<file path="config.mk">
export PLATFORM = sky130hd
export DESIGN_NAME = inst_fetch_unit
export DESIGN_NICKNAME = d
export VERILOG_FILES = /design/src/rtl/inst_fetch_unit.sv
export SDC_FILE = /design/constraint.sdc
export NUM_CORES = 1
export LEC_CHECK = 0
export ABC_AREA = 0
export BUFFER_PORTS_ARGS = -buffer_cell sky130_fd_sc_hd__buf_4
export CORE_ASPECT_RATIO = 0.8
export CORE_MARGIN = 1.5
export CORE_UTILIZATION = 35
export CTS_BUF_LIST = sky130_fd_sc_hd__clkbuf_16
export DETAILED_ROUTE_END_ITERATION = 6
export MAX_ROUTING_LAYER = met4
export PLACE_DENSITY_LB_ADDON = 0.15
export SETUP_SLACK_MARGIN = 0.5
export SKIP_LAST_GASP = 1
export SYNTH_ARGS = -nofsm -noshare
export SYNTH_HDL_FRONTEND = slang
export SYNTH_SLANG_ARGS = --single-unit
</file>
<file path="constraint.sdc">
create_clock -name iCLK -period 9.1 [get_ports iCLK]
set_input_delay 0.91 -clock iCLK [delete_from_list [all_inputs] [get_ports iCLK]]
set_output_delay 0.91 -clock iCLK [all_outputs]
set_load 0.005 [all_outputs]
</file>
<file path="src/rtl/inst_fetch_unit.sv">
// Instruction fetch front end: drives a 1-cycle synchronous instruction memory,
// pairs each returned word with its PC and hands it downstream over valid/ready.
module inst_fetch_unit #(
    parameter logic [31:0] RESET_PC  = 32'h0000_0000,
    parameter int unsigned MEM_WORDS = 256
) (
    input  logic        iCLK,
    input  logic        iRST,
    output logic [31:0] oFetchAddr,
    input  logic [31:0] iMemInst,
    input  logic        iRedirect,
    input  logic [31:0] iRedirectPC,
    output logic        oValid,
    input  logic        iReady,
    output logic [31:0] oInst,
    output logic [31:0] oPC,
    output logic        oFault
);

    localparam logic [32:0] FETCH_LIMIT = 33'(MEM_WORDS) * 33'd4;

    logic [31:0] rPC;
    logic        rReqV;
    logic [31:0] rReqPC;
    logic        rSkidV;
    logic [31:0] rSkidInst;
    logic [31:0] rSkidPC;
    logic        rFault;

    logic        wInRange;
    logic        wSlotFree;
    logic        wIssue;
    logic        wSkidCapture;
    logic        wSkidDrain;
    logic [31:0] wRedirectTarget;

    // A new fetch may go out only when whatever is presented this cycle is
    // leaving (iReady) or nothing is held at all, so one word is in flight at most.
    assign wInRange        = {1'b0, rPC} < FETCH_LIMIT;
    assign wSlotFree       = iReady | (~rSkidV & ~rReqV);
    assign wIssue          = wSlotFree & wInRange & ~rFault;
    assign wSkidCapture    = rReqV & ~rSkidV & ~iReady;
    assign wSkidDrain      = rSkidV & iReady;
    assign wRedirectTarget = iRedirectPC & ~32'h0000_0003;

    always_ff @(posedge iCLK or posedge iRST) begin
        if (iRST) begin
            rPC    <= RESET_PC;
            rReqV  <= 1'b0;
            rReqPC <= '0;
        end else if (iRedirect) begin
            rPC   <= wRedirectTarget;
            rReqV <= 1'b0;
        end else if (wIssue) begin
            rReqV  <= 1'b1;
            rReqPC <= rPC;
            rPC    <= rPC + 32'd4;
        end else begin
            rReqV <= 1'b0;
        end
    end

    // The returning word is parked here when downstream stalls; the memory
    // output is not held, so this is the only copy until it is accepted.
    always_ff @(posedge iCLK or posedge iRST) begin
        if (iRST) begin
            rSkidV    <= 1'b0;
            rSkidInst <= '0;
            rSkidPC   <= '0;
        end else if (iRedirect) begin
            rSkidV <= 1'b0;
        end else if (wSkidCapture) begin
            rSkidV    <= 1'b1;
            rSkidInst <= iMemInst;
            rSkidPC   <= rReqPC;
        end else if (wSkidDrain) begin
            rSkidV <= 1'b0;
        end
    end

    always_ff @(posedge iCLK or posedge iRST) begin
        if (iRST) begin
            rFault <= 1'b0;
        end else if (iRedirect) begin
            rFault <= 1'b0;
        end else if (~wInRange & ~rFault & wSlotFree) begin
            rFault <= 1'b1;
        end
    end

    assign oFetchAddr = rPC;
    assign oValid     = (rSkidV | rReqV) & ~iRedirect;
    assign oInst      = rSkidV ? rSkidInst : iMemInst;
    assign oPC        = rSkidV ? rSkidPC : rReqPC;
    assign oFault     = rFault;

endmodule

</file>
==> metrics.yaml <==
floorplanning:
  coreArea_um2: 15700
  io_pins: 166
  die_h_um: 116
  die_w_um: 144
  fp.dieArea_um2: 16700
  num_rows: 41
  initial_utilization_pct: 35.6
final_layout:
  drive_above_1_share_pct: 58.8
  final_common_cell: "buf_4"
  area_growth_pct: 35.2
  most-common-layout-cells: "buf_4 (163), mux2_2 (140), dfrtp_1 (124), nor2b_1 (24), clkbuf_16 (17)"
  final_cells: 786
  n_antenna_cell: 0
  nets: 627
global_route:
  grt_max_degree: 67
  grt-ovfl-total: 0
  grt_pass1_vias: 3831
  antenna_found_initial: 0
  grt_pass1_wl_um: 20000
  grt_use_total_pct: 16.2
synth:
  synth.area.top_cells: "dfrtp_1 (56%), mux2_2 (28%), nor2b_1 (2.7%)"
  yosysSeqAreaShare_pct: 56.0
  syn-instance-count: 400
  synth_seq_cells: 125
  synth_edf_count: 0
  ys.flop_type: "dfrtp_1"
  synthArstFlopShare_pct: 100
  synth_largest_area_cell: "dfrtp_1"
  syn_avg_cell_area_um2: 14.0
  syn_area_um2: 5580
  synth_cell_type_count: 34
  synth-xor-area-share_pct: 0
  synthAdderAreaFrac_pct: 0.224
  muxShareOfSynthArea_pct: 30.9
  yosysWarnings: 0
  synth_compound_area_share_pct: 2.31
  synth_top_family_by_area: "multiplexers"
  yosys.area.top_type_share_pct: 56.0
  synth-simple-area-share_pct: 7.80
timing:
  whs_ns: 0.483
  worstMarginPinSlew_ns: 0.924
  grt_setup_unrepaired: "no"
  finalCritPeriodShare_pct: 32.7
  fin_setup_tns_ns: 0
  period_needed_ns: 2.98
  clock.fmax_mhz: 336
  hold_viol: 0
  setup_viol: 0
  slew_viol_final: 0
  relSlewSlack_pct: 38.4
  clock_skew_ns: 0.0104
place:
  dp_hpwl_um: 7890
  routabilityCongestion: 0.764
  io_buffers: 159
  place_inst: 754
worst_setup_path:
  critical_path_class: "reg2out"
  critPathLaunchType: "flop"
  required_ns: 8.19
  r2r-end: "rReqPC[9]"
  critPathMaxFanout: 64
  worst_r2r_path_depth: 5
  ff2ff_setup_slack_ns: 6.36
  arrival_ns: 2.07
  critPathCaptureType: "primary output"
  r2r_start: "oFetchAddr[27]"
clock_tree:
  htreeDepth: 4
  cts_hold_buf: 0
  cts_tree: "yes"
  cts-buffers-inserted: 17
  path_clk_slew_ns: 0.05
  cts_resized: 0
  cts-root-buf: "clkbuf_16"
  cts_setup_buffers: 0
  cts_sinks: 125
  cts.path.max_buffers: 2
  clk-insertion-delay-late_ns: 0.41
routing:
  ant_nets: 0
  viasPerCell: 4.76
  wl_per_cell_um: 15.8
  drc: 0
  dr.pass1.iters: 4
  vias: 3739
  drt_iter0_drc: 154
  drt_wl_total_um: 12400
min_path:
  whs_endpoint: "rSkidPC[9]"
  worstHoldPathCells: 1
  holdCritStartpoint: "rSkidPC[9]"
  hold_path.class: "reg2reg"
flow_run:
  cap_violations: 0
power:
  p_total_uw: 1350
  power_density_nw_per_um2: 179
  vdd_ir_drop_max_uv: 120
  power_leakage_uw: 0.00375
status:
  status: "finished clean"
synth_stat cells, drive strengths merged, types with 5 or more instances:
cell type / n
o211ai: 5
nor2b: 24
or4: 6
mux2: 153
nor2: 8
buf: 17
clkbuf: 10
nor4: 5
inv: 5
nand3: 5
nand2: 10
dfrtp: 125
report_power, final:
group	leakage [µW]	internal, µW	switching [µW]
combinational	0.00178	60.9	41.4
clock	0.000294	424	239
sequential	0.00168	570	15.5
total	0.00375	1050	296
final cells by class:
cell class	instances	area (µm²)
clock buffer	17	425
clock inverter	15	158
fill	1460	8150
inverter	5	21.3
multi-input combinational	246	2320
sequential	125	3130
tap	215	269
timing repair buffer	163	1220
metrics by stage:
stage                     cell area [µm²]  util [%]  setup slack [ns]
after floorplan                      5600         -              4.86
after global placement               6960      44.4              6.29
after detailed placement             6960      44.4              6.25
after CTS                            7550      48.1              6.08
after global routing                 7550      48.1              6.01
final                                7550      48.1              6.12
worst max path at each step:
stage                 from        end  slack [ns]
global placement    iReady  rReqPC[9]        6.29
global route        rSkidV   oInst[4]        6.01
finish              rSkidV   oInst[4]        6.12
CTS                 rSkidV     oPC[2]        6.08
floorplan             iRST     oFault        4.86
detailed placement  iReady  rReqPC[9]        6.25
cell families after synthesis:
kind of cell	count (synthesis)
mux	153
other cells	1
compound gates	18
fa+ha+maj	1
flops	125
buf+inv	32
simple gates	70
layer usage:
layer	up-vias	global-route usage [%]	routed length, µm
met4	0	7.00	202
li1	1746	-	-
met5	-	-	0
met2	71	25.1	6220
met1	1910	20.3	5580
met3	12	3.80	446
state kept, by name, indices dropped and copies added, names as in the netlist:
signal / cells
oFetchAddr: 30
rSkidV: 1
rReqPC: 30
rReqV: 1
rSkidInst: 32
rSkidPC: 30
oFault: 1
worst max-delay path, cell delays in order, from the launching register on:
cell     delay (ns)
dfrtp_2        0.35
buf_4          0.70
mux2_2         0.43
buf_4          0.13
No activity file was read; power rests on OpenSTA's default activity.
